<file path="src/rtl/vt_write_arbiter.sv">
// Runtime write-port owner for the variable table cluster: round-robin flip-unit
// arbitration, per-thread clear sweep, and read hold-off, driving one registered write per cycle.
module vt_write_arbiter #(
    parameter int VARIABLE_ADDRESS_WIDTH = 11,
    parameter int THREAD_ID_WIDTH        = 4,
    parameter int CLUSTER_SIZE           = 40,
    parameter int NUM_REQ                = 4
) (
    input  logic                                                     clk_i,
    input  logic                                                     rst_ni,
    input  logic [NUM_REQ-1:0]                                       req_valid_i,
    output logic [NUM_REQ-1:0]                                       req_ready_o,
    input  logic [NUM_REQ*THREAD_ID_WIDTH-1:0]                       req_thread_mi,
    input  logic [NUM_REQ*VARIABLE_ADDRESS_WIDTH-1:0]                req_var_mi,
    input  logic [NUM_REQ-1:0]                                       req_data_i,
    input  logic                                                     rd_busy_i,
    input  logic                                                     clear_start_i,
    input  logic [THREAD_ID_WIDTH-1:0]                               clear_thread_i,
    output logic                                                     clear_busy_o,
    output logic                                                     clear_done_o,
    output logic                                                     vt_en_o,
    output logic                                                     vt_wr_en_o,
    output logic [CLUSTER_SIZE*(THREAD_ID_WIDTH+VARIABLE_ADDRESS_WIDTH)-1:0] vt_addr_mo,
    output logic                                                     vt_data_o,
    output logic [NUM_REQ-1:0]                                       wr_ack_o
);

    localparam int AW    = THREAD_ID_WIDTH + VARIABLE_ADDRESS_WIDTH;
    localparam int PTR_W = (NUM_REQ > 1) ? $clog2(NUM_REQ) : 1;
    localparam int CNT_W = VARIABLE_ADDRESS_WIDTH + 1;
    localparam logic [CNT_W-1:0] CNT_END = CNT_W'(1) << VARIABLE_ADDRESS_WIDTH;

    typedef enum logic [1:0] {
        IDLE  = 2'd0,
        CLEAR = 2'd1,
        DONE  = 2'd2
    } state_t;

    state_t                       state_reg, state_next;
    logic [PTR_W-1:0]             rr_ptr_reg, rr_ptr_next;
    logic [CNT_W-1:0]             cnt_reg, cnt_next;
    logic [THREAD_ID_WIDTH-1:0]   clear_thread_reg, clear_thread_next;
    logic                         vt_en_reg, vt_en_next;
    logic [AW-1:0]                vt_addr_reg, vt_addr_next;
    logic                         vt_data_reg, vt_data_next;
    logic [NUM_REQ-1:0]           wr_ack_reg, wr_ack_next;
    logic                         clear_done_reg, clear_done_next;

    logic [THREAD_ID_WIDTH-1:0]       req_thread [NUM_REQ];
    logic [VARIABLE_ADDRESS_WIDTH-1:0] req_var   [NUM_REQ];
    logic                             grant_found;
    logic [PTR_W-1:0]                 grant_idx;
    logic [PTR_W:0]                   rot_idx;

    genvar gi;
    generate
        for (gi = 0; gi < NUM_REQ; gi++) begin : g_unpack
            assign req_thread[gi] = req_thread_mi[gi*THREAD_ID_WIDTH +: THREAD_ID_WIDTH];
            assign req_var[gi]    = req_var_mi[gi*VARIABLE_ADDRESS_WIDTH +: VARIABLE_ADDRESS_WIDTH];
        end
        for (gi = 0; gi < CLUSTER_SIZE; gi++) begin : g_addr_rep
            assign vt_addr_mo[gi*AW +: AW] = vt_addr_reg;
        end
    endgenerate

    // First valid requester at or after the pointer, wrapping modulo NUM_REQ.
    always_comb begin
        grant_found = 1'b0;
        grant_idx   = '0;
        rot_idx     = '0;
        for (int k = 0; k < NUM_REQ; k++) begin
            rot_idx = {1'b0, rr_ptr_reg} + (PTR_W+1)'(k);
            if (rot_idx >= (PTR_W+1)'(NUM_REQ)) begin
                rot_idx = rot_idx - (PTR_W+1)'(NUM_REQ);
            end
            if (!grant_found && req_valid_i[rot_idx[PTR_W-1:0]]) begin
                grant_found = 1'b1;
                grant_idx   = rot_idx[PTR_W-1:0];
            end
        end
    end

    always_comb begin
        state_next        = state_reg;
        rr_ptr_next       = rr_ptr_reg;
        cnt_next          = cnt_reg;
        clear_thread_next = clear_thread_reg;
        vt_en_next        = 1'b0;
        vt_addr_next      = vt_addr_reg;
        vt_data_next      = vt_data_reg;
        wr_ack_next       = '0;
        clear_done_next   = 1'b0;
        req_ready_o       = '0;

        case (state_reg)
            IDLE: begin
                if (!rd_busy_i) begin
                    if (clear_start_i) begin
                        clear_thread_next = clear_thread_i;
                        cnt_next          = '0;
                        state_next        = CLEAR;
                    end else if (grant_found) begin
                        req_ready_o[grant_idx] = 1'b1;
                        wr_ack_next[grant_idx] = 1'b1;
                        vt_en_next             = 1'b1;
                        vt_addr_next           = {req_thread[grant_idx], req_var[grant_idx]};
                        vt_data_next           = req_data_i[grant_idx];
                        rr_ptr_next            = (grant_idx == PTR_W'(NUM_REQ-1)) ? '0
                                               : grant_idx + PTR_W'(1);
                    end
                end
            end
            CLEAR: begin
                if (!rd_busy_i) begin
                    vt_en_next   = 1'b1;
                    vt_addr_next = {clear_thread_reg, cnt_reg[VARIABLE_ADDRESS_WIDTH-1:0]};
                    vt_data_next = 1'b0;
                    cnt_next     = cnt_reg + CNT_W'(1);
                    // The extra counter bit lets the last index be detected without wrapping.
                    if (cnt_next == CNT_END) begin
                        state_next      = DONE;
                        clear_done_next = 1'b1;
                    end
                end
            end
            DONE: begin
                state_next = IDLE;
            end
            default: begin
                state_next = IDLE;
            end
        endcase
    end

    always_ff @(posedge clk_i or negedge rst_ni) begin
        if (!rst_ni) begin
            state_reg        <= IDLE;
            rr_ptr_reg       <= '0;
            cnt_reg          <= '0;
            clear_thread_reg <= '0;
            vt_en_reg        <= 1'b0;
            vt_addr_reg      <= '0;
            vt_data_reg      <= 1'b0;
            wr_ack_reg       <= '0;
            clear_done_reg   <= 1'b0;
        end else begin
            state_reg        <= state_next;
            rr_ptr_reg       <= rr_ptr_next;
            cnt_reg          <= cnt_next;
            clear_thread_reg <= clear_thread_next;
            vt_en_reg        <= vt_en_next;
            vt_addr_reg      <= vt_addr_next;
            vt_data_reg      <= vt_data_next;
            wr_ack_reg       <= wr_ack_next;
            clear_done_reg   <= clear_done_next;
        end
    end

    assign vt_en_o      = vt_en_reg;
    assign vt_wr_en_o   = vt_en_reg;
    assign vt_data_o    = vt_data_reg;
    assign wr_ack_o     = wr_ack_reg;
    assign clear_done_o = clear_done_reg;
    assign clear_busy_o = (state_reg == CLEAR) || (state_reg == DONE);

endmodule

</file>
<file path="config.mk">
export PLATFORM = sky130hd
export DESIGN_NAME = vt_write_arbiter
export DESIGN_NICKNAME = d
export VERILOG_FILES = /design/src/rtl/vt_write_arbiter.sv
export SDC_FILE = /design/constraint.sdc
export NUM_CORES = 1
export LEC_CHECK = 0
export BUFFER_PORTS_ARGS = -buffer_cell sky130_fd_sc_hd__buf_2
export CAP_MARGIN = 20
export CORE_AREA = 2 2 265 267
export DETAILED_ROUTE_END_ITERATION = 10
export DIE_AREA = 0 0 267 269
export SLEW_MARGIN = 20
export SYNTH_ARGS = -nofsm -noshare
export SYNTH_HDL_FRONTEND = slang
export SYNTH_SLANG_ARGS = --single-unit
</file>
<file path="constraint.sdc">
create_clock -name clk_i -period 3.55 [get_ports clk_i]
set_clock_uncertainty 0.1 [all_clocks]
set_input_delay 0.355 -clock clk_i [delete_from_list [all_inputs] [get_ports clk_i]]
set_output_delay 0.355 -clock clk_i [all_outputs]
set_load 0.05 [all_outputs]
</file>
## After elaboration in Yosys (flattened, before gate mapping)

Index checks and enable logic that the tools add are counted.

- Output and inout port bits: 613
- Bits in writable memories: 0
- Flip-flop bits (word level): 42
- Bits in read-only memories: 0
- Latch bits: 0
- Input port bits: 76
- Word-level logic and storage cells: 119
- Memories: 0

- Eq/ne operators: 10
- Bitwise operators: 3
- Div/mod/pow operators: 0
- Reductions and logical operators: 15
- Shifts and indexed selects: 0
- Muxes and demuxes: 62
- $lt $le $gt $ge: 11
- Add/subtract/negate cells: 9
- Multiply operators: 0

Operators by type and width:

| cell | number |
|---|---|
| $mux W15 | 4 |
| $mux W12 | 3 |
| $pmux W15 S2 | 1 |
| $mux W2 | 13 |
| $mux W4 | 6 |
| $pmux W12 S2 | 1 |
| $bmux W11 S2 | 1 |
| $mux W11 | 2 |
| $mux W1 | 21 |
| $lt A2 B3 Y1 const B | 5 |
| $add A12 B1 Y12 const B | 1 |
| $eq A12 B12 Y1 const B | 1 |
| $ge A3 B3 Y1 const B | 4 |
| $ne A2 B2 Y1 const B | 6 |
| $reduce_and A4 Y1 | 3 |
| $bmux W1 S2 | 5 |
| $bmux W4 S2 | 1 |
| $sub A2 B1 Y2 const B | 4 |
| $add A2 B2 Y3 const B | 2 |
| $reduce_and A5 Y1 | 1 |
| $eq A2 B2 Y1 const B | 2 |
| $logic_and A1 B1 Y1 | 4 |
| $pmux W1 S2 | 2 |
| $pmux W2 S2 | 1 |
| other kinds (13) | 16 |

## Depth between registers and ports, before layout

- Word-level depth: 22
- Depth in mapped cells: 9
- Gate-level depth less buffers: 7

## Least setup slack after synthesis

Ideal clock, no wire load.

- Path kind: flip-flop to output port
- Start point: register rr_ptr_reg[0]
- End point: output port req_ready_o[0]
- Cell stages (with the launch flop): 8
- Buffers on the path: 2
- Required time: 3.095 ns
- Setup slack: 0.513 ns
- Data arrival time: 2.582 ns
- Cells stage by stage: dfrtp_1 > nor2b_1 > nand3_1 > nand4_1 > buf_6 > buf_6 > inv_1 > nor4_1

- Cells in the longest elaborated chain, start to end: 22
- Elaborated cells on any way between the ends: 46
- Those cells by class: add/sub (7); order compare (6); mux (26); reduce/logical (7)

Ends and longest elaborated chain:

| item | RTL line | text |
|---|---|---|
| start: declaration | 40 | `logic [PTR_W-1:0] rr_ptr_reg, rr_ptr_next;` |
| start signal: assignment | 148 | `rr_ptr_reg <= rr_ptr_next;` |
| branches (longest 18 deep; another with $add A2 B1 Y3) | - |  |
| $mux W4 * | 102 | `end else if (grant_found) begin` |
| $mux W4 * | 98 | `if (clear_start_i) begin` |
| $mux W4 * | 97 | `if (!rd_busy_i) begin` |
| $mux W4 * | 95 | `case (state_reg)` |
| end: declaration | 12 | `output logic [NUM_REQ-1:0] req_ready_o,` |

Every way passes the cells marked *. The select of a mux whose other input is x is not followed.

## Worst setup path after layout

- Start point: register state_reg[0]
- End point: output port req_ready_o[1]

- Cells in the longest elaborated chain, start to end: 2

Ends and longest elaborated chain:

| item | RTL line | text |
|---|---|---|
| start: declaration | 39 | `state_t state_reg, state_next;` |
| start signal: assignment | 147 | `state_reg <= state_next;` |
| $logic_not A2 Y1 | 95 |  |
| $mux W4 | 95 |  |

No other way between the ends.

==> results.md <==
- Status: completed
- Worst slew pin tran: 0.990 ns
- Vias/cell: 2.62
- Vias in the first global route: 3241
- Final Net Count: 1046
- Synth top area share: between 60 and 70%
- Layout cells sized above 1: 75.2%
- Hold/Removal Path Class: in -> async
- GP Congestion: 0.697
- Critical path data arrival time: 2.35 ns
- GRT busiest layer: met2
- Max Clock Freq: 0.356 GHz
- Flops & latches, synth: 42
- Post-CTS Resized: 0
- Hold-fix buffers, CTS: 0
- Final hold vios: 0
- Post-route DRC: 0
- Die X: 267 um
- Synth async-reset ratio: 100%
- Depth of the most critical reg-to-reg path: 7
- Non-filler cells in the finished layout: 1907
- Synth area leaders: buf_4, dfrtp_1, mux2i_1
- Tmin final: 2.81 ns
- Setup TNS: 0 ns
- Top-level port count: between 600 and 700
- EDFF count, synth: 0
- CTS tree: built
- Mapped Area: 7100 um^2
- Synth Instances: 865
- RSZ-0062 raised after global routing: false
- Die area: 71800 um^2
- Max Fanout on Critical Path: 7
- Number of flip-flops in the largest register: 15
- Total Wirelength: 22.9 mm
- Sequential share of the synthesized area: 14.8%
- Fillers: 8023
- Layout Area Growth over Synthesis: 4.90%
- M1 GR Usage: 7.83%
- Buffers on Ports: ~690
- Cell with the most instances after synthesis: buf_4
- Synth cell types: 47
- FP Rows: 97
- Ys flop type: dfrtp_1
- Met3 GRT Util: 1.61%
- All-Layer GR Usage: 5.49%
- Pin count of the biggest net entering global routing: 42
- Initial DRC count: ~190
- Pins over their slew limit: 0
- Worst EP required: 3.09 ns
- CP startpoint kind: flip-flop
- Syn Area/Cell: 8.21 um^2
- Total grt overflow: 0
- Buffers inserted during post-CTS setup optimization: 0
- Remaining antenna violation count after routing: 0
- Leading area contributor after synthesis: buf_4
- WS Path Type: reg -> out
- Clk_lat worst skew: ~0.3 ns
- Num CTS Buffers: 5
- Critical Path Sink Type: primary output
- WL/cell: 12.0 um
- N_diodes: 0
- Grt met2 use: 8.28%
- First-pass GRT wire length: ~27 mm
- Post-Syn Nets: 945
- # setup viols final: 0
- # Max-Cap Violations: 0
- CTS Root Cell: clkbuf_16
- DIE HEIGHT: 269 um
- Max-slew headroom: about a third
- Clk slew on worst S/H paths: 0.07 ns
- Post-synth top cells: buf_4, mux2i_1, dfrtp_1
- Period Utilization, post-route: 79.1%
- Initial Utilization: 10.2%
- # H-tree levels: 2
- Clk sinks: 42
- Post-DP HPWL: 19.0 mm
- Dpl cells: 1899
- Synth warn: 0
- Drt pass-1 iters: 4
- Routed vias: 4988
- Initial antenna violation count: 8
- Clock Tree Buf Depth: 2
- CORE AREA: 69300 um^2
stage by stage:
| stage | setup WS, ns | hold WS, ns | area, um^2 | utilization [%] |
|---|---|---|---|---|
| global route | 0.515 | 0.118 | 7450 | 10.7 |
| global placement | 0.798 | 0.391 | 7280 | 10.5 |
| detailed placement | 0.717 | 0.391 | 7280 | 10.5 |
| finish | 0.743 | 0.0515 | 7450 | 10.7 |
| CTS | 0.698 | 0.0900 | 7440 | 10.7 |
| floorplan | 0.513 | -0.0406 | 7100 | - |
layer usage:
layer | part of all wire, % | wire, um
met4 | 0.72 | 165
met3 | 8.5 | 1950
met1 | 45 | 10300
met5 | 0.16 | 37
met2 | 46 | 10500
worst max-delay path, stage by stage (launching register included):
cell and delay (ns):
dfrtp_1 0.41, inv_1 0.08, ha_1 0.25, and2b_1 0.24, o41ai_2 0.15, nor2_1 0.31
and3_1 0.23, buf_2 0.35
kinds of logic (layout without fill, tap and decap cells):
logic type | Yosys count | count (layout) | synth area share [%]
AND/OR/NAND/NOR | 95 | 95 | 6.47
flip-flops | 42 | 42 | 14.8
XOR/XNOR | 4 | 4 | 0.494
adder cells (fa/ha/maj) | 4 | 4 | 0.705
buffers and inverters | 610 | 712 | 64.0
AO/OA/AOI/OAI | 58 | 58 | 6.10
multiplexers | 52 | 52 | 7.40
cell type report:
| type | count | area [um^2] | area share (%) |
|---|---|---|---|
| flip-flops and latches | 42 | 1060 | 14.3 |
| multi-input cells | 213 | 1520 | 20.3 |
| inverters | 6 | 22.5 | 0.302 |
| clock inverters | 3 | 27.5 | 0.370 |
| well taps | 940 | 1180 | 15.8 |
| repair buffers | 698 | 3520 | 47.2 |
| clock buffers | 5 | 125 | 1.68 |
cell usage in the layout, fill, tap and decap left out, drive strengths merged, types with 2 or more instances in the layout:
master,count
o21ai,19
a31oi,4
nand3,3
clkbuf,5
nand2b,2
nor2,24
nor4,3
nor2b,3
mux2i,48
o22ai,2
inv,8
a221o,15
a21oi,5
buf,698
a21o,2
nor3,7
ha,4
xor2,2
dfrtp,42
nand2,37
a22o,2
and3,8
mux2,4
xnor2,2
nand4,4
final timing paths:
kind                                    from             endpoint  slack (ns)
setup / recovery                state_reg[0]       req_ready_o[1]        0.74
hold / removal                        rst_ni         clear_done_o        0.05
setup reg to reg               rr_ptr_reg[0]       vt_addr_reg[1]        0.81
hold reg to reg                 state_reg[1]         state_reg[1]        0.41
max in group asynchronous             rst_ni      vt_addr_reg[11]        2.56
min in group clk_i         clear_thread_i[2]  clear_thread_reg[2]        0.18
Power is not shown: default switching activity piles up to over one toggle a cycle in this logic, so the estimate is an artifact.
